File: src/rtl/wb_cmd_initiator_if.sv
// Signal bundle for the command/response port and the WBs_* Wishbone bus.
// master: the initiator. slave: the command source, response sink and bus responder.
interface wb_cmd_initiator_if;
  logic        cmd_valid;
  logic        cmd_ready;
  logic        cmd_we;
  logic [16:0] cmd_adr;
  logic [3:0]  cmd_byte_stb;
  logic [31:0] cmd_wdat;

  logic        rsp_valid;
  logic        rsp_ready;
  logic        rsp_we;
  logic        rsp_err;
  logic [31:0] rsp_rdat;

  logic [16:0] WBs_ADR;
  logic [3:0]  WBs_BYTE_STB;
  logic [31:0] WBs_WR_DAT;
  logic        WBs_CYC;
  logic        WBs_STB;
  logic        WBs_WE;
  logic        WBs_RD;
  logic [31:0] WBs_RD_DAT;
  logic        WBs_ACK;

  modport master (
    input  cmd_valid, cmd_we, cmd_adr, cmd_byte_stb, cmd_wdat, rsp_ready,
           WBs_RD_DAT, WBs_ACK,
    output cmd_ready, rsp_valid, rsp_we, rsp_err, rsp_rdat,
           WBs_ADR, WBs_BYTE_STB, WBs_WR_DAT, WBs_CYC, WBs_STB, WBs_WE, WBs_RD
  );

  modport slave (
    output cmd_valid, cmd_we, cmd_adr, cmd_byte_stb, cmd_wdat, rsp_ready,
           WBs_RD_DAT, WBs_ACK,
    input  cmd_ready, rsp_valid, rsp_we, rsp_err, rsp_rdat,
           WBs_ADR, WBs_BYTE_STB, WBs_WR_DAT, WBs_CYC, WBs_STB, WBs_WE, WBs_RD
  );
endinterface

File: src/rtl/wb_cmd_initiator.sv
// Command-FIFO driven Wishbone initiator: one queued command becomes one WBs_* cycle,
// completing on ACK or on a no-ACK timeout, with the result returned on a valid/ready port.
module wb_cmd_initiator #(
  parameter int DEPTH   = 4,
  parameter int TIMEOUT = 255
) (
  input  logic                   WB_CLK,
  input  logic                   WB_RST_n,
  wb_cmd_initiator_if.master     bus,
  output logic                   busy,
  output logic [$clog2(DEPTH):0] fifo_level
);
  localparam int          AW       = $clog2(DEPTH);
  localparam logic [15:0] TO_LAST  = 16'((TIMEOUT > 0) ? TIMEOUT - 1 : 0);
  localparam logic [AW:0] LVL_FULL = (AW+1)'(DEPTH);

  typedef struct packed {
    logic        we;
    logic [16:0] adr;
    logic [3:0]  stb;
    logic [31:0] wdat;
  } cmd_t;

  typedef enum logic [1:0] {
    S_IDLE = 2'd0,
    S_BUS  = 2'd1,
    S_RESP = 2'd2
  } state_t;

  state_t      r_state, w_state_nxt;
  cmd_t        r_mem [DEPTH];
  logic [AW-1:0] r_wptr, r_rptr;
  logic [AW:0] r_level;
  cmd_t        w_cmd_in, w_head;
  logic        w_ready, w_push, w_pop, w_done_ack, w_done_to;

  logic [15:0] r_cnt;
  logic [16:0] r_adr;
  logic [3:0]  r_bstb;
  logic [31:0] r_wdat;
  logic        r_cyc, r_we, r_rd;
  logic        r_rsp_valid, r_rsp_we, r_rsp_err;
  logic [31:0] r_rsp_rdat;

  assign w_cmd_in = '{we: bus.cmd_we, adr: bus.cmd_adr, stb: bus.cmd_byte_stb, wdat: bus.cmd_wdat};
  assign w_head   = r_mem[r_rptr];
  assign w_ready  = (r_level < LVL_FULL);
  assign w_push   = bus.cmd_valid & w_ready;

  // ---------------- command FIFO ----------------
  always_ff @(posedge WB_CLK) begin
    if (w_push) r_mem[r_wptr] <= w_cmd_in;
  end

  always_ff @(posedge WB_CLK or negedge WB_RST_n) begin
    if (!WB_RST_n) begin
      r_wptr  <= '0;
      r_rptr  <= '0;
      r_level <= '0;
    end else begin
      if (w_push) r_wptr <= r_wptr + 1'b1;
      if (w_pop)  r_rptr <= r_rptr + 1'b1;
      unique case ({w_push, w_pop})
        2'b10:   r_level <= r_level + 1'b1;
        2'b01:   r_level <= r_level - 1'b1;
        default: r_level <= r_level;
      endcase
    end
  end

  // ---------------- control FSM ----------------
  always_ff @(posedge WB_CLK or negedge WB_RST_n) begin
    if (!WB_RST_n) r_state <= S_IDLE;
    else           r_state <= w_state_nxt;
  end

  always_comb begin
    w_state_nxt = r_state;
    w_pop       = 1'b0;
    w_done_ack  = 1'b0;
    w_done_to   = 1'b0;
    unique case (r_state)
      S_IDLE: begin
        if (r_level != '0) begin
          w_pop       = 1'b1;
          w_state_nxt = S_BUS;
        end
      end
      S_BUS: begin
        // ACK takes priority over a timeout landing on the same edge
        if (bus.WBs_ACK) begin
          w_done_ack  = 1'b1;
          w_state_nxt = S_RESP;
        end else if (TIMEOUT != 0 && r_cnt == TO_LAST) begin
          w_done_to   = 1'b1;
          w_state_nxt = S_RESP;
        end
      end
      S_RESP: begin
        if (bus.rsp_ready) w_state_nxt = S_IDLE;
      end
      default: w_state_nxt = S_IDLE;
    endcase
  end

  // ---------------- bus and response registers ----------------
  always_ff @(posedge WB_CLK or negedge WB_RST_n) begin
    if (!WB_RST_n) begin
      r_cnt       <= '0;
      r_adr       <= '0;
      r_bstb      <= '0;
      r_wdat      <= '0;
      r_cyc       <= 1'b0;
      r_we        <= 1'b0;
      r_rd        <= 1'b0;
      r_rsp_valid <= 1'b0;
      r_rsp_we    <= 1'b0;
      r_rsp_err   <= 1'b0;
      r_rsp_rdat  <= '0;
    end else if (w_pop) begin
      r_adr  <= w_head.adr;
      r_bstb <= w_head.stb;
      r_wdat <= w_head.wdat;
      r_cyc  <= 1'b1;
      r_we   <= w_head.we;
      r_rd   <= ~w_head.we;
      r_cnt  <= '0;
    end else if (w_done_ack | w_done_to) begin
      // ADR/BYTE_STB/WR_DAT intentionally keep their last values
      r_cyc       <= 1'b0;
      r_we        <= 1'b0;
      r_rd        <= 1'b0;
      r_rsp_valid <= 1'b1;
      r_rsp_we    <= r_we;
      r_rsp_err   <= w_done_to;
      r_rsp_rdat  <= (w_done_ack && !r_we) ? bus.WBs_RD_DAT : 32'h0;
    end else if (r_state == S_BUS) begin
      r_cnt <= r_cnt + 16'd1;
    end else if (r_state == S_RESP && bus.rsp_ready) begin
      r_rsp_valid <= 1'b0;
    end
  end

  assign bus.cmd_ready    = w_ready;
  assign bus.WBs_ADR      = r_adr;
  assign bus.WBs_BYTE_STB = r_bstb;
  assign bus.WBs_WR_DAT   = r_wdat;
  assign bus.WBs_CYC      = r_cyc;
  assign bus.WBs_STB      = r_cyc;
  assign bus.WBs_WE       = r_we;
  assign bus.WBs_RD       = r_rd;
  assign bus.rsp_valid    = r_rsp_valid;
  assign bus.rsp_we       = r_rsp_we;
  assign bus.rsp_err      = r_rsp_err;
  assign bus.rsp_rdat     = r_rsp_rdat;

  assign busy       = (r_state != S_IDLE) | (r_level != '0);
  assign fifo_level = r_level;
endmodule
File: src/flat_wrapper.sv
// flat-port wrapper written by rule: the top's interface ports become plain ports
module wb_cmd_initiator_flat 
#(
  parameter int DEPTH   = 4,
  parameter int TIMEOUT = 255
)
  (WB_CLK, WB_RST_n, busy, fifo_level, bus_cmd_valid, bus_cmd_we, bus_cmd_adr, bus_cmd_byte_stb, bus_cmd_wdat, bus_rsp_ready, bus_WBs_RD_DAT, bus_WBs_ACK, bus_cmd_ready, bus_rsp_valid, bus_rsp_we, bus_rsp_err, bus_rsp_rdat, bus_WBs_ADR, bus_WBs_BYTE_STB, bus_WBs_WR_DAT, bus_WBs_CYC, bus_WBs_STB, bus_WBs_WE, bus_WBs_RD);
  wb_cmd_initiator_if bus_i ();
  input  logic WB_CLK;
  input  logic WB_RST_n;
  output logic busy;
  output logic [$clog2(DEPTH):0] fifo_level;
  input wire logic [$bits(bus_i.cmd_valid)-1:0] bus_cmd_valid;
  input wire logic [$bits(bus_i.cmd_we)-1:0] bus_cmd_we;
  input wire logic [$bits(bus_i.cmd_adr)-1:0] bus_cmd_adr;
  input wire logic [$bits(bus_i.cmd_byte_stb)-1:0] bus_cmd_byte_stb;
  input wire logic [$bits(bus_i.cmd_wdat)-1:0] bus_cmd_wdat;
  input wire logic [$bits(bus_i.rsp_ready)-1:0] bus_rsp_ready;
  input wire logic [$bits(bus_i.WBs_RD_DAT)-1:0] bus_WBs_RD_DAT;
  input wire logic [$bits(bus_i.WBs_ACK)-1:0] bus_WBs_ACK;
  output wire logic [$bits(bus_i.cmd_ready)-1:0] bus_cmd_ready;
  output wire logic [$bits(bus_i.rsp_valid)-1:0] bus_rsp_valid;
  output wire logic [$bits(bus_i.rsp_we)-1:0] bus_rsp_we;
  output wire logic [$bits(bus_i.rsp_err)-1:0] bus_rsp_err;
  output wire logic [$bits(bus_i.rsp_rdat)-1:0] bus_rsp_rdat;
  output wire logic [$bits(bus_i.WBs_ADR)-1:0] bus_WBs_ADR;
  output wire logic [$bits(bus_i.WBs_BYTE_STB)-1:0] bus_WBs_BYTE_STB;
  output wire logic [$bits(bus_i.WBs_WR_DAT)-1:0] bus_WBs_WR_DAT;
  output wire logic [$bits(bus_i.WBs_CYC)-1:0] bus_WBs_CYC;
  output wire logic [$bits(bus_i.WBs_STB)-1:0] bus_WBs_STB;
  output wire logic [$bits(bus_i.WBs_WE)-1:0] bus_WBs_WE;
  output wire logic [$bits(bus_i.WBs_RD)-1:0] bus_WBs_RD;
  assign bus_i.cmd_valid = bus_cmd_valid;
  assign bus_i.cmd_we = bus_cmd_we;
  assign bus_i.cmd_adr = bus_cmd_adr;
  assign bus_i.cmd_byte_stb = bus_cmd_byte_stb;
  assign bus_i.cmd_wdat = bus_cmd_wdat;
  assign bus_i.rsp_ready = bus_rsp_ready;
  assign bus_i.WBs_RD_DAT = bus_WBs_RD_DAT;
  assign bus_i.WBs_ACK = bus_WBs_ACK;
  assign bus_cmd_ready = bus_i.cmd_ready;
  assign bus_rsp_valid = bus_i.rsp_valid;
  assign bus_rsp_we = bus_i.rsp_we;
  assign bus_rsp_err = bus_i.rsp_err;
  assign bus_rsp_rdat = bus_i.rsp_rdat;
  assign bus_WBs_ADR = bus_i.WBs_ADR;
  assign bus_WBs_BYTE_STB = bus_i.WBs_BYTE_STB;
  assign bus_WBs_WR_DAT = bus_i.WBs_WR_DAT;
  assign bus_WBs_CYC = bus_i.WBs_CYC;
  assign bus_WBs_STB = bus_i.WBs_STB;
  assign bus_WBs_WE = bus_i.WBs_WE;
  assign bus_WBs_RD = bus_i.WBs_RD;
  wb_cmd_initiator #(.DEPTH(DEPTH), .TIMEOUT(TIMEOUT)) u_core (.WB_CLK(WB_CLK), .WB_RST_n(WB_RST_n), .bus(bus_i), .busy(busy), .fifo_level(fifo_level));
endmodule
File: config.mk
export PLATFORM = sky130hd
export DESIGN_NAME = wb_cmd_initiator_flat
export DESIGN_NICKNAME = d
export VERILOG_FILES = /design/src/rtl/wb_cmd_initiator_if.sv /design/src/rtl/wb_cmd_initiator.sv /design/src/flat_wrapper.sv
export SDC_FILE = /design/constraint.sdc
export NUM_CORES = 1
export LEC_CHECK = 0
export CORE_AREA = 5 5 173 175
export DETAILED_ROUTE_END_ITERATION = 10
export DIE_AREA = 0 0 178 180
export GPL_TIMING_DRIVEN = 0
export MAX_ROUTING_LAYER = met4
export PLACE_DENSITY = 0.77
export SLEW_MARGIN = 20
export SYNTH_ARGS = -nofsm -noshare
export SYNTH_HDL_FRONTEND = slang
export SYNTH_SLANG_ARGS = --single-unit
File: constraint.sdc
create_clock -name WB_CLK -period 3.3 [get_ports WB_CLK]
set_input_delay 0.825 -clock WB_CLK [delete_from_list [all_inputs] [get_ports WB_CLK]]
set_output_delay 0.825 -clock WB_CLK [all_outputs]
set_load 0.005 [all_outputs]
======== After elaboration in Yosys (flattened, before gate mapping) ========
Memories as Yosys holds them, arrays and structs flattened.
Index checks and enable logic that the tools add are counted.
word-level totals
  word-level logic and storage cells ...... 77
  register bits after elaboration ......... 116
  memory bits (writable) .................. 216
  input port bits ......................... 91
  memories ................................ 1
  output and inout bits ................... 97
operators by class
  reduce and logical (&&, ||, !) cells .... 14
  mux-type cells .......................... 26
  order comparisons ....................... 1
  equal/unequal tests ..................... 10
  bitwise logic cells ..................... 5
  $add $sub $neg .......................... 5
memories
  name          depth  bits a word  rd ports  clocked after memory_dff  write ports  line                    RTL
  u_core.r_mem  4      54           1         0                         1            wb_cmd_initiator.sv:31  cmd_t r_mem [DEPTH];
operator list
  cell                                                                     number
  16-bit 2-to-1 mux                                                        3
  32-bit 2-to-1 mux                                                        1
  16-bit by 1-bit adder with 16-bit output, second input constant          1
  16-bit by 8-bit equality test with 1-bit output, second input constant   1
  1-bit 2-to-1 mux                                                         16
  2-bit nonzero test                                                       5
  2-bit 2-to-1 mux                                                         4
  2-bit by 1-bit inequality test with 1-bit output, second input constant  3
  2-bit one-hot mux with 3 select lines                                    1
  3-bit one-hot mux with 2 select lines                                    1
  3-bit AND reduction                                                      2
  2-bit by 1-bit adder with 2-bit output, second input constant            2
  2-bit by 1-bit equality test with 1-bit output, second input constant    2
  2-bit equality test, second input constant                               2
  2-bit AND reduction                                                      2
  3-bit by 1-bit adder with 3-bit output, second input constant            1
  3-bit < comparator, second input constant                                1
  3-bit by 2-bit inequality test with 1-bit output, second input constant  1
  3-bit nonzero test                                                       1
  3-bit by 1-bit subtractor with 3-bit output, second input constant       1
  1-bit logical AND                                                        2
  2-bit zero test                                                          1
  2-bit inequality test, second input constant                             1
  1-bit NOT                                                                2
  3 further kinds                                                          4

======== Depth between registers and ports, before layout ========
  word-level depth ........................ 7
  depth in mapped cells ................... 10
  depth with buffers taken out ............ 9

======== Worst setup path before layout ========
Ideal clock, no wire load.
  path type ............................... in2reg
  from .................................... in bus_cmd_valid
  to ...................................... mem u_core.r_mem[0][0] (netlist name) (enable)
  path buffers ............................ 1
  data required time ...................... 2.883 ns
  slack ................................... 0.406 ns
  arrival time ............................ 2.477 ns
  cell stages on the path ................. 3
  library setup time ...................... 0.417 ns
  cell sequence ........................... nor2b_1 clkbuf_1 and2_1
between the ends
  cells in the longest elaborated chain, start to end .. 3
RTL lines
  item                                    line                    RTL
  from (decl)                             flat_wrapper.sv:13      input wire logic [$bits(bus_i.cmd_valid)-1:0] bus_cmd_valid;
  1-bit AND                               wb_cmd_initiator.sv:48  assign w_push = bus.cmd_valid & w_ready;
  1-bit 2-to-1 mux                        wb_cmd_initiator.sv:52  if (w_push) r_mem[r_wptr] <= w_cmd_in;
  1-bit 2-to-1 mux (implied by the code)  wb_cmd_initiator.sv:52
  to (decl)                               wb_cmd_initiator.sv:31
Every way passes these cells.

======== Worst setup path after layout ========
  from .................................... reg u_core.r_level[0] (netlist: u_core.fifo_level[0])
  to ...................................... out busy
between the ends
  cells in the longest elaborated chain, start to end .. 2
RTL lines
  item                    line                     RTL
  from (decl)             wb_cmd_initiator.sv:33   logic [AW:0] r_level;
  from (signal assigned)  wb_cmd_initiator.sv:64   2'b10: r_level <= r_level + 1'b1;
  from (signal assigned)  wb_cmd_initiator.sv:65   2'b01: r_level <= r_level - 1'b1;
  from (signal assigned)  wb_cmd_initiator.sv:66   default: r_level <= r_level;
  3-bit nonzero test      wb_cmd_initiator.sv:157  assign busy = (r_state != S_IDLE) | (r_level != '0);
  1-bit OR                wb_cmd_initiator.sv:157
  to (decl)               flat_wrapper.sv:11       output logic busy;
Every way passes these cells.

==> out/qor.yml <==
status: "finished clean"
numCtsBuffers: 36
wl_per_cell_um: 19.5
synthFlopType: "edfxtp_1"
rows: 62
clk_latency_ns: 0.50
drc: 0
worstHoldPathType: "in -> async"
htreeDepth: 2
synth_edf_count: 216
slew_viol_final: 0
r2r_slack_ns: 0.63
start_util: 0.441
mostFrequentLayoutCells: "edfxtp_1 (216), clkdlybuf4s50_1 (186), nand2_1 (175)"
die_w_um: 178
period_minus_slack_ns: 2.98
slowest_delay_ns: 0.48
final_area_sq_um: 16200
path_clk_slew_ns: 0.06
slew_headroom: 0.317
hold_buffers: 0
cts_tree: "built"
root_buffer: "clkbuf_16"
clock_path_buffers: 3
worst_pin_slew_ns: 1.02
globalRouteOverflowTotal: 0
p_leak_uw: 0.00609
post-route-period-util: 0.902
grt_first_pass_wirelength_um: 42400
synth.distinct_cells: 39
final_layout_size_suffix_gt1_frac: 0.134
synth_top_cell_area_share: 0.519
cts_setup_buffers: 0
drt-total-wl_um: 27200
cap_violations: 0
postSynthAreaPerCell_sq_um: 16.8
reg2reg_depth: 6
ys.warnings.count: 0
viasPerCell: 5.12
syn_inst: 746
firstDrtPassIters: 5
grtUsageTotal: 0.174
path_class: "reg -> out"
critPathArrivalTime_ns: 2.15
skew_ns: 0.0106
finalSetupViolations: 0
power_density_nw_per_um2: 897
crit_fanout: 4
r2r_end: "u_core.r_cnt[2]"
fmax_ghz: 0.336
cts_num_sinks: 332
placed_cell_area_sq_um: 15000
synth-seq-cells: 332
finalPower_uw: 14500
hold_viol: 0
path_cells: "or3_1 -> or3_1 -> clkdlybuf4s50_1"
synth.area.top_cells: "edfxtp_1 (52%), dfrtp_1 (23%), mux4_2 (9.7%)"
area_delta_synth_final_pct: 29.5
synth-async-reset-ratio: 0.349
die-area_sq_um: 32000
final_common_cell: "edfxtp_1"
ant_nets: 0
num_io_pins: 188
peakVddDrop_v: 0.000465
antenna_found_initial: 4
grt_max_degree: 65
drt_iter0_drc: 383
r2r-start: "u_core.fifo_level[0]"
portBuffers: 187
syn_nets: 845
via_count: 7121
ys_seq_area_frac: 0.751
critPathRequiredTime_ns: 2.47
core_sq_um: 28300
grt_pass1_vias: 7630
setup_ws_ns: 0.323
cts-resized-gates: 0
gp_congestion: 0.735
die_y_um: 180
rsz0062_at_grt: "no"
critPathMostFrequentCell: "or3_1"
crit_slowest_cell: "clkdlybuf4s50_1"
start_kind: "flop"
end_kind: "primary output"
synth_area_sq_um: 12500
dp_hpwl_um: 18000
yosysTopAreaCell: "edfxtp_1"
place_ws_ns: 0.201
final_nets: 1075
[final cells by class]
cell class,count,area (sq um)
clock buffer,48,1030
tap,384,480
timing repair buffer,192,1980
clock inverter,18,183
inverter,12,45.0
antenna,4,10.0
sequential,332,9390
buffer,37,154
multi-input combinational,365,2920
fill,2188,12100
[state kept, by name (all words and copies together), names as in the netlist]
signal / cells
u_core.r_mem: 216
u_core.bus.WBs_WR_DAT: 32
u_core.bus.rsp_rdat: 32
u_core.bus.WBs_ADR: 17
u_core.r_cnt: 16
u_core.bus.WBs_BYTE_STB: 4
u_core.fifo_level: 3
u_core.r_rptr: 2
u_core.r_state: 2
u_core.r_wptr: 2
u_core.bus.WBs_CYC: 1
u_core.bus.WBs_RD: 1
u_core.bus.WBs_WE: 1
u_core.bus.rsp_err: 1
u_core.bus.rsp_valid: 1
u_core.bus.rsp_we: 1
[power by group]
part / leakage, uW / total, uW / internal [uW] / switching, uW
logic: 0.00208 / 4660 / 2330 / 2320
clock network: 0.000579 / 4000 / 2440 / 1570
registers: 0.00342 / 5860 / 5450 / 405
[cells by family after synthesis]
group,Yosys count,synth area share
AND/OR/NAND/NOR,229,0.0789
XOR/XNOR,7,0.00491
flip-flops,332,0.751
AO/OA/AOI/OAI,63,0.0397
adder cells (fa/ha/maj),8,0.00861
multiplexers,58,0.101
buffers and inverters,49,0.0159
[worst max-delay path, delay by kind of cell (launching register included)]
family,cells,cell delay (ns)
buf+inv,1,0.48
flops,1,0.41
simple gates,2,0.76
[how the worst max path moves through the flow]
stage          slack [ns]            startpoint                          to
3_5_place_dp         0.20           bus_WBs_ACK            u_core.r_cnt[13]
2_1_floorplan        0.41         bus_cmd_valid          u_core.r_mem[0][0]
4_1_cts              0.28  u_core.fifo_level[0]                        busy
5_1_grt              0.23  u_core.fifo_level[0]                        busy
3_3_place_gp        -3.44              WB_RST_n  u_core.bus.WBs_BYTE_STB[0]
6_report             0.32  u_core.fifo_level[0]                        busy
[synth_stat cells, types with 2 or more instances]
cell and count:
or4_1 7, or3_1 6, and2_1 5, nor4_1 4
and3_1 2, inv_1 12, nand3_1 11, nand2_1 175
or2_2 2, buf_2 9, dfrtp_1 116, clkbuf_1 22
mux4_2 54, o31ai_1 5, ha_1 7, mux2i_1 3
nand4_1 2, nor2_1 6, o211ai_1 4, xnor2_1 6
edfxtp_1 216, a21oi_1 9, a22o_1 32, buf_1 5
nor2b_1 2, o21ai_0 10, nand2b_1 2
[through the flow]
| step | setup TNS (ns) | hold WS [ns] | cells | utilization |
|---|---|---|---|---|
| finish | 0 | 0.298 | 1392 | 0.572 |
| global route | 0 | 0.331 | 1392 | 0.572 |
| CTS | 0 | 0.306 | 1388 | 0.571 |
| detailed placement | 0 | 0.462 | 1322 | 0.529 |
| global placement | -639.37 | 0.458 | 1317 | 0.524 |
| floorplan | 0 | 0.441 | 746 | - |
[per-layer routing]
metal | vias up | GRT usage | wire length [um]
met1 | 3569 | 0.224 | 11300
met4 | 0 | 0.0421 | 482
met2 | 243 | 0.279 | 13400
li1 | 3268 | - | -
met3 | 41 | 0.0464 | 2000
met5 | - | - | 0
Note: power is estimated with default switching activity, not from simulation.
